==> src/rtl/game_ctrl_pkg.sv <==
// Shared definitions for the game sequencer: state encodings, screen
// constants and the LFSR seed/taps with a one-step helper.
package game_ctrl_pkg;

   typedef enum logic [2:0] {
      ST_IDLE  = 3'd0,
      ST_PLAY  = 3'd1,
      ST_PAUSE = 3'd2,
      ST_HIT   = 3'd3,
      ST_OVER  = 3'd4
   } state_t;

   localparam int unsigned H_VIS = 640;
   localparam int unsigned V_VIS = 480;

   localparam logic [15:0] LFSR_SEED = 16'hACE1;
   // Taps 16,14,13,11 -> bits 15,13,12,10 of a left-shifting register.
   localparam logic [15:0] LFSR_TAPS = 16'hB400;

   // One Fibonacci step: shift left, feed back the parity of the tapped bits.
   function automatic logic [15:0] lfsr_next(input logic [15:0] s);
      return {s[14:0], ^(s & LFSR_TAPS)};
   endfunction

endpackage

==> src/rtl/game_ctrl_lfsr16.sv <==
// 16-bit maximal-length Fibonacci LFSR used for spawn positions.
// Ports: i_clk clock, i_rst async active-high reset, i_en advance enable,
//        o_lfsr current register state (never zero).
module game_ctrl_lfsr16
   import game_ctrl_pkg::*;
(
   input  logic        i_clk,
   input  logic        i_rst,
   input  logic        i_en,
   output logic [15:0] o_lfsr
);

   // Nonzero seed plus primitive polynomial keeps the register off zero.
   always_ff @(posedge i_clk or posedge i_rst) begin
      if (i_rst)     o_lfsr <= LFSR_SEED;
      else if (i_en) o_lfsr <= lfsr_next(o_lfsr);
   end

endmodule

==> src/rtl/game_ctrl.sv <==
// Game-level sequencer for the flyer display: gates object animation,
// settles per-frame collisions, tracks lives/score and schedules spawns.
// Ports: i_clk, i_rst (async, active-high), i_pix_stb, i_animate, i_start,
//        i_pause, i_ship_px, i_bullet_px, i_enemy_px; outputs o_state, o_run,
//        o_flash, o_lives, o_score, o_ship_hit, o_enemy_kill, o_spawn,
//        o_spawn_x.
// Build option: GAME_CTRL_RAMP_EN shortens the spawn interval as score grows.
module game_ctrl
   import game_ctrl_pkg::*;
#(
   parameter int unsigned LIVES        = 3,
   parameter int unsigned KILL_PTS     = 10,
   parameter int unsigned SCORE_W      = 12,
   parameter int unsigned HIT_FRAMES   = 32,
   parameter int unsigned SPAWN_FRAMES = 60,
   parameter int unsigned MIN_SPAWN    = 20,
   parameter int unsigned SPAWN_MIN    = 40
) (
   input  logic               i_clk,
   input  logic               i_rst,
   input  logic               i_pix_stb,
   input  logic               i_animate,
   input  logic               i_start,
   input  logic               i_pause,
   input  logic               i_ship_px,
   input  logic               i_bullet_px,
   input  logic               i_enemy_px,
   output logic [2:0]         o_state,
   output logic               o_run,
   output logic               o_flash,
   output logic [1:0]         o_lives,
   output logic [SCORE_W-1:0] o_score,
   output logic               o_ship_hit,
   output logic               o_enemy_kill,
   output logic               o_spawn,
   output logic [9:0]         o_spawn_x
);

   localparam int unsigned FC_W = $clog2(SPAWN_FRAMES + 1);
   localparam int unsigned HC_W = ($clog2(HIT_FRAMES) < 3) ? 3 : $clog2(HIT_FRAMES);

   state_t               state_q, state_d;
   logic                 start_q, pause_q, start_e, pause_e;
   logic                 ship_f_q, ship_f_d, kill_f_q, kill_f_d;
   logic [1:0]           lives_q, lives_d;
   logic [SCORE_W-1:0]   score_q, score_d, score_sat;
   logic [SCORE_W:0]     score_sum;
   logic [FC_W-1:0]      fc_q, fc_d, lim_c;
   logic [HC_W-1:0]      hc_q, hc_d;
   logic                 run_q, run_d, flash_q, flash_d;
   logic                 hit_p_q, hit_p_d, kill_p_q, kill_p_d, spawn_q, spawn_d;
   logic [9:0]           spawn_x_q, spawn_x_d;
   logic [15:0]          lfsr;
   logic                 lfsr_en;
   logic                 unused_lfsr_hi;

   assign start_e = i_start & ~start_q;
   assign pause_e = i_pause & ~pause_q;

   // Carry out of the add means the score would wrap: pin it at all-ones.
   assign score_sum = {1'b0, score_q} + (SCORE_W+1)'(KILL_PTS);
   assign score_sat = score_sum[SCORE_W] ? '1 : score_sum[SCORE_W-1:0];

   assign lfsr_en        = (state_q != ST_PAUSE);
   assign unused_lfsr_hi = ^lfsr[15:9];

   game_ctrl_lfsr16 u_lfsr (
      .i_clk  (i_clk),
      .i_rst  (i_rst),
      .i_en   (lfsr_en),
      .o_lfsr (lfsr)
   );

`ifdef GAME_CTRL_RAMP_EN
   logic [FC_W-1:0]    lim_q, lim_d, ramp_lim;
   logic [SCORE_W-1:0] ramp_dec;

   // Interval shrinks by one frame per 32 points, floored at MIN_SPAWN.
   always_comb begin
      ramp_dec = score_q >> 5;
      if (32'(ramp_dec) + MIN_SPAWN >= SPAWN_FRAMES) ramp_lim = FC_W'(MIN_SPAWN);
      else                                           ramp_lim = FC_W'(SPAWN_FRAMES - 32'(ramp_dec));
   end

   always_ff @(posedge i_clk or posedge i_rst) begin
      if (i_rst) lim_q <= FC_W'(SPAWN_FRAMES);
      else       lim_q <= lim_d;
   end

   assign lim_c = lim_q;
`else
   assign lim_c = FC_W'(SPAWN_FRAMES);
`endif

   // State and datapath registers.
   always_ff @(posedge i_clk or posedge i_rst) begin
      if (i_rst) begin
         state_q   <= ST_IDLE;
         start_q   <= 1'b0;
         pause_q   <= 1'b0;
         ship_f_q  <= 1'b0;
         kill_f_q  <= 1'b0;
         lives_q   <= 2'(LIVES);
         score_q   <= '0;
         fc_q      <= '0;
         hc_q      <= '0;
         run_q     <= 1'b0;
         flash_q   <= 1'b0;
         hit_p_q   <= 1'b0;
         kill_p_q  <= 1'b0;
         spawn_q   <= 1'b0;
         spawn_x_q <= '0;
      end else begin
         state_q   <= state_d;
         start_q   <= i_start;
         pause_q   <= i_pause;
         ship_f_q  <= ship_f_d;
         kill_f_q  <= kill_f_d;
         lives_q   <= lives_d;
         score_q   <= score_d;
         fc_q      <= fc_d;
         hc_q      <= hc_d;
         run_q     <= run_d;
         flash_q   <= flash_d;
         hit_p_q   <= hit_p_d;
         kill_p_q  <= kill_p_d;
         spawn_q   <= spawn_d;
         spawn_x_q <= spawn_x_d;
      end
   end

   // Next-state and output logic.
   always_comb begin
      state_d   = state_q;
      ship_f_d  = ship_f_q;
      kill_f_d  = kill_f_q;
      lives_d   = lives_q;
      score_d   = score_q;
      fc_d      = fc_q;
      hc_d      = hc_q;
      spawn_x_d = spawn_x_q;
      hit_p_d   = 1'b0;
      kill_p_d  = 1'b0;
      spawn_d   = 1'b0;
`ifdef GAME_CTRL_RAMP_EN
      lim_d     = lim_q;
`endif

      unique case (state_q)
         ST_IDLE, ST_OVER: begin
            ship_f_d = 1'b0;
            kill_f_d = 1'b0;
            if (start_e) begin
               state_d = ST_PLAY;
               lives_d = 2'(LIVES);
               score_d = '0;
               fc_d    = '0;
`ifdef GAME_CTRL_RAMP_EN
               lim_d   = FC_W'(SPAWN_FRAMES);
`endif
            end
         end
         ST_PLAY: begin
            if (i_animate) begin
               // Settle the frame; a pixel hit in this same cycle is dropped.
               ship_f_d = 1'b0;
               kill_f_d = 1'b0;
               if (kill_f_q) begin
                  score_d  = score_sat;
                  kill_p_d = 1'b1;
               end
               if (fc_q == lim_c - FC_W'(1)) begin
                  fc_d      = '0;
                  spawn_d   = 1'b1;
                  spawn_x_d = 10'(SPAWN_MIN) + 10'(lfsr[8:0]);
`ifdef GAME_CTRL_RAMP_EN
                  lim_d     = ramp_lim;
`endif
               end else begin
                  fc_d = fc_q + FC_W'(1);
               end
               // A ship hit outranks a coincident pause request.
               if (ship_f_q) begin
                  hit_p_d = 1'b1;
                  if (lives_q == 2'd1) begin
                     lives_d = '0;
                     state_d = ST_OVER;
                  end else begin
                     lives_d = lives_q - 2'd1;
                     state_d = ST_HIT;
                     hc_d    = HC_W'(HIT_FRAMES - 1);
                  end
               end else if (pause_e) begin
                  state_d = ST_PAUSE;
               end
            end else begin
               if (i_pix_stb) begin
                  ship_f_d = ship_f_q | (i_ship_px & i_enemy_px);
                  kill_f_d = kill_f_q | (i_bullet_px & i_enemy_px);
               end
               if (pause_e) state_d = ST_PAUSE;
            end
         end
         ST_PAUSE: begin
            if (pause_e) state_d = ST_PLAY;
         end
         ST_HIT: begin
            ship_f_d = 1'b0;
            kill_f_d = 1'b0;
            if (i_animate) begin
               if (hc_q == '0) state_d = ST_PLAY;
               else            hc_d    = hc_q - HC_W'(1);
            end
         end
         default: begin
            state_d  = ST_IDLE;
            ship_f_d = 1'b0;
            kill_f_d = 1'b0;
         end
      endcase

      run_d   = (state_d == ST_PLAY);
      flash_d = (state_d == ST_HIT) & hc_d[2];
   end

   assign o_state      = state_q;
   assign o_run        = run_q;
   assign o_flash      = flash_q;
   assign o_lives      = lives_q;
   assign o_score      = score_q;
   assign o_ship_hit   = hit_p_q;
   assign o_enemy_kill = kill_p_q;
   assign o_spawn      = spawn_q;
   assign o_spawn_x    = spawn_x_q;

endmodule

==> config.mk <==
export PLATFORM = sky130hd
export DESIGN_NAME = game_ctrl
export DESIGN_NICKNAME = d
export VERILOG_FILES = /design/src/rtl/game_ctrl_pkg.sv /design/src/rtl/game_ctrl_lfsr16.sv /design/src/rtl/game_ctrl.sv
export SDC_FILE = /design/constraint.sdc
export NUM_CORES = 1
export LEC_CHECK = 0
export CAP_MARGIN = 25
export CORE_MARGIN = 3
export CORE_UTILIZATION = 43
export CTS_CLUSTER_DIAMETER = 80
export DETAILED_ROUTE_END_ITERATION = 8
export PLACE_DENSITY = 0.65
export SKIP_CTS_REPAIR_TIMING = 1
export SYNTH_ARGS = -nofsm -noshare
export SYNTH_HDL_FRONTEND = slang
export SYNTH_SLANG_ARGS = --single-unit
==> constraint.sdc <==
create_clock -name i_clk -period 4 [get_ports i_clk]
set_input_delay 0.6 -clock i_clk [delete_from_list [all_inputs] [get_ports i_clk]]
set_output_delay 0.6 -clock i_clk [all_outputs]
set_load 0.02 [all_outputs]
==> impl_metrics.toml <==
[status]
outcome = "complete, no violations"

[timing]
tightest_slew_ps = 724
skew_ps = 5.59
report.final.slew_viol_count = 0
hold_viol_final = 0
rsz0062_at_grt = "false"
fin_crit_sh_pct = 61.8
slew_headroom_pct = 51.1
min_period_ps = 2470
layout_setup_ws_ps = 1530
setup_violations = 0
fin_setup_tns_ps = 0
fmax_mhz = 405

[floorplan]
rows = 29
ios = 41
dieHeight_um = 89.2
coreArea_um2 = 6530
die_width_um = 89.2
die_area_um2 = 7960
initial_core_util_pct = 45.6

[synthesis]
synth-edff-count = 0
synthSimpleGateAreaFrac_pct = 16.3
synth_top_area_cell = "dfrtp_1"
async_flop_share_pct = 100
yosys-top-cells-area = "dfrtp_1 (45%), dfstp_2 (8.8%), mux2_2 (7.2%), o21ai_0 (3.2%), nand2_1 (3.2%)"
ys_seq_area_share_pct = 53.4
yosys_warnings = 0
synth_cells = 267
yosys.area.top_type_share_pct = 44.5
synthDistinctLibCells = 60
synthMuxAreaShare_pct = 7.18
syn_avg_cell_area_um2 = 11.2
synth_top_flop_cell = "dfrtp_1"
synth-seq-cells = 63
synth_xor_area_share_pct = 2.35
synth-adder-area-share_pct = 2.10
syn-cell-area_um2 = 2980
synth_compound_area_share_pct = 14.9
synth_top_family_by_area = "simple AND/OR/NAND/NOR gates"
syn-num-nets = 281

[critical_path]
crit_path_start_kind = "primary input"
startpoint = "i_animate"
ff2ff_setup_slack_ps = 1800
r2r-end = "o_spawn_x[1]$_DFFE_PP0P_"
required_ps = 4220
cp_max_fo = 17
crit_type = "primary input to register"
worstRegToRegCells = 3
crit_end = "o_spawn_x[1]$_DFFE_PP0P_"
r2r_start = "o_state[0]$_DFF_PP0_"
critical_path_arrival_ps = 2690
endpoint_kind = "register"

[cts]
cts_buffer_depth = 2
cts.htree.levels = 3
cts_made_buffers = 9
cts_root_buffer = "clkbuf_8"
path_clk_slew_ps = 70
clkSinkCount = 63
cts_tree = "yes"
worstSkewPairLatency_ps = 330

[finish]
nets = 324
multi_input_area_um2 = 1280
layout-drive-gt1-share_pct = 18.4
diodes = 0
stdcell_count = 392
final_cell_mix = "dfrtp_1 (53), clkdlybuf4s50_1 (40), nand2_1 (25), o21ai_0 (19), mux2_2 (19)"
mostFrequentLayoutCell = "dfrtp_1"
regArea_um2 = 1590
num-fill-cells = 561
area_growth_pct = 22.4

[global_route]
grt_pass1_vias = 2151
overflow = 0
grt_max_degree = 47
grt_usage_pct = 17.0
grt_pass1_wl_um = 10200
antenna_found_initial = 0

[routing]
vias = 2160
wl_per_cell_um = 14.8
drt_iter0_markers = 84
wl_met1_um = 2920
avgViaCountPerCell = 5.51
dr_wl_met2_um = 2580
drc = 0
highest_layer = "met4"
first_pass_iters = 4
wl_met3_um = 231
wirelength_um = 5800
ant_nets = 0

[power_and_ir_drop]
p_per_area_nw_per_um2 = 506
vdd_ir_drop_max_mv = 0.242
leakagePower_nw = 1.64

[place]
pre_cts_slack_ps = 1180
gp_congestion = 0.771
dp_hpwl_um = 4030
placement.io_buffers = 40
dp.cells = 375

[hold_path]
hold_path.class = "register to register"

[flow_run]
cap_violations = 0
cell families after synthesis:
kind of cell | Yosys count
and+or+nand+nor | 84
buffers and inverters | 23
xor gates and xnor gates | 8
AOI/OAI and AO/OA | 65
DFF | 63
muxes | 19
adders and majority gates | 5
power by group:
part / total, mW / internal, mW / switching (mW) / leakage, nW
registers: 0.815 / 0.717 / 0.0978 / 0.821
logic: 0.485 / 0.219 / 0.266 / 0.724
clock network: 0.544 / 0.301 / 0.243 / 0.0981
worst min path at each step:
stage / end / start / cells past startpoint / slack, ps
2_1_floorplan: hc_q[4]$_DFFE_PP0P_ / hc_q[4]$_DFFE_PP0P_ / 1 / 450
3_3_place_gp: hc_q[4]$_DFFE_PP0P_ / hc_q[4]$_DFFE_PP0P_ / 1 / 460
3_5_place_dp: hc_q[4]$_DFFE_PP0P_ / hc_q[4]$_DFFE_PP0P_ / 1 / 470
4_1_cts: hc_q[4]$_DFFE_PP0P_ / hc_q[4]$_DFFE_PP0P_ / 1 / 490
5_1_grt: hc_q[4]$_DFFE_PP0P_ / hc_q[4]$_DFFE_PP0P_ / 1 / 510
6_report: hc_q[4]$_DFFE_PP0P_ / hc_q[4]$_DFFE_PP0P_ / 1 / 480
metrics by stage:
stage | hold WS [ps] | util, % | power (mW) | area [µm²]
after global placement | 461 | 52.5 | 1.30 | 3430
final | 483 | 55.8 | 1.84 | 3640
after floorplan | 451 | - | 1.17 | 2980
after CTS | 486 | 55.5 | 1.87 | 3620
after global routing | 514 | 55.8 | 1.97 | 3640
after detailed placement | 470 | 52.5 | 1.31 | 3430
cells in the mapped netlist (3+ instances only):
cell and n:
a21oi_1 8, xnor2_1 4, nand2_1 25, mux2_2 19
o21ai_0 19, nor3_1 9, o211ai_1 4, nor2_1 11
buf_2 6, dfrtp_1 53, inv_1 11, nand3_1 7
a21o_1 4, a211o_1 3, dfstp_2 10, a211oi_1 3
xor2_1 4, ha_1 5, or3_1 5
flip-flops by register name, indices dropped and copies added, names as in the netlist, 2 cells and up:
| name | count |
|---|---|
| fc_q | 6 |
| hc_q | 5 |
| o_lives | 2 |
| o_score | 12 |
| o_spawn_x | 10 |
| o_state | 3 |
| u_lfsr.o_lfsr | 16 |
critical path, cell delays in order:
cell,delay [ps]
clkdlybuf4s50_1,630
and4bb_1,480
nand3_1,540
mux2_2,450
final cells by class:
| cell class | instances | area share (%) |
|---|---|---|
| inverters | 12 | 1.24 |
| flip-flops and latches | 63 | 43.6 |
| well taps | 77 | 2.64 |
| repair buffers | 43 | 11.9 |
| multi-input cells | 181 | 35.2 |
| clock inverters | 6 | 1.65 |
| clock buffers | 10 | 3.78 |
routing by layer:
layer	global-route usage, %	vias up
li1	-	1064
met1	23.1	1048
met2	25.2	42
met3	6.73	6
met4	5.01	0
met5	0	-
(Power assumes the default switching activity.)
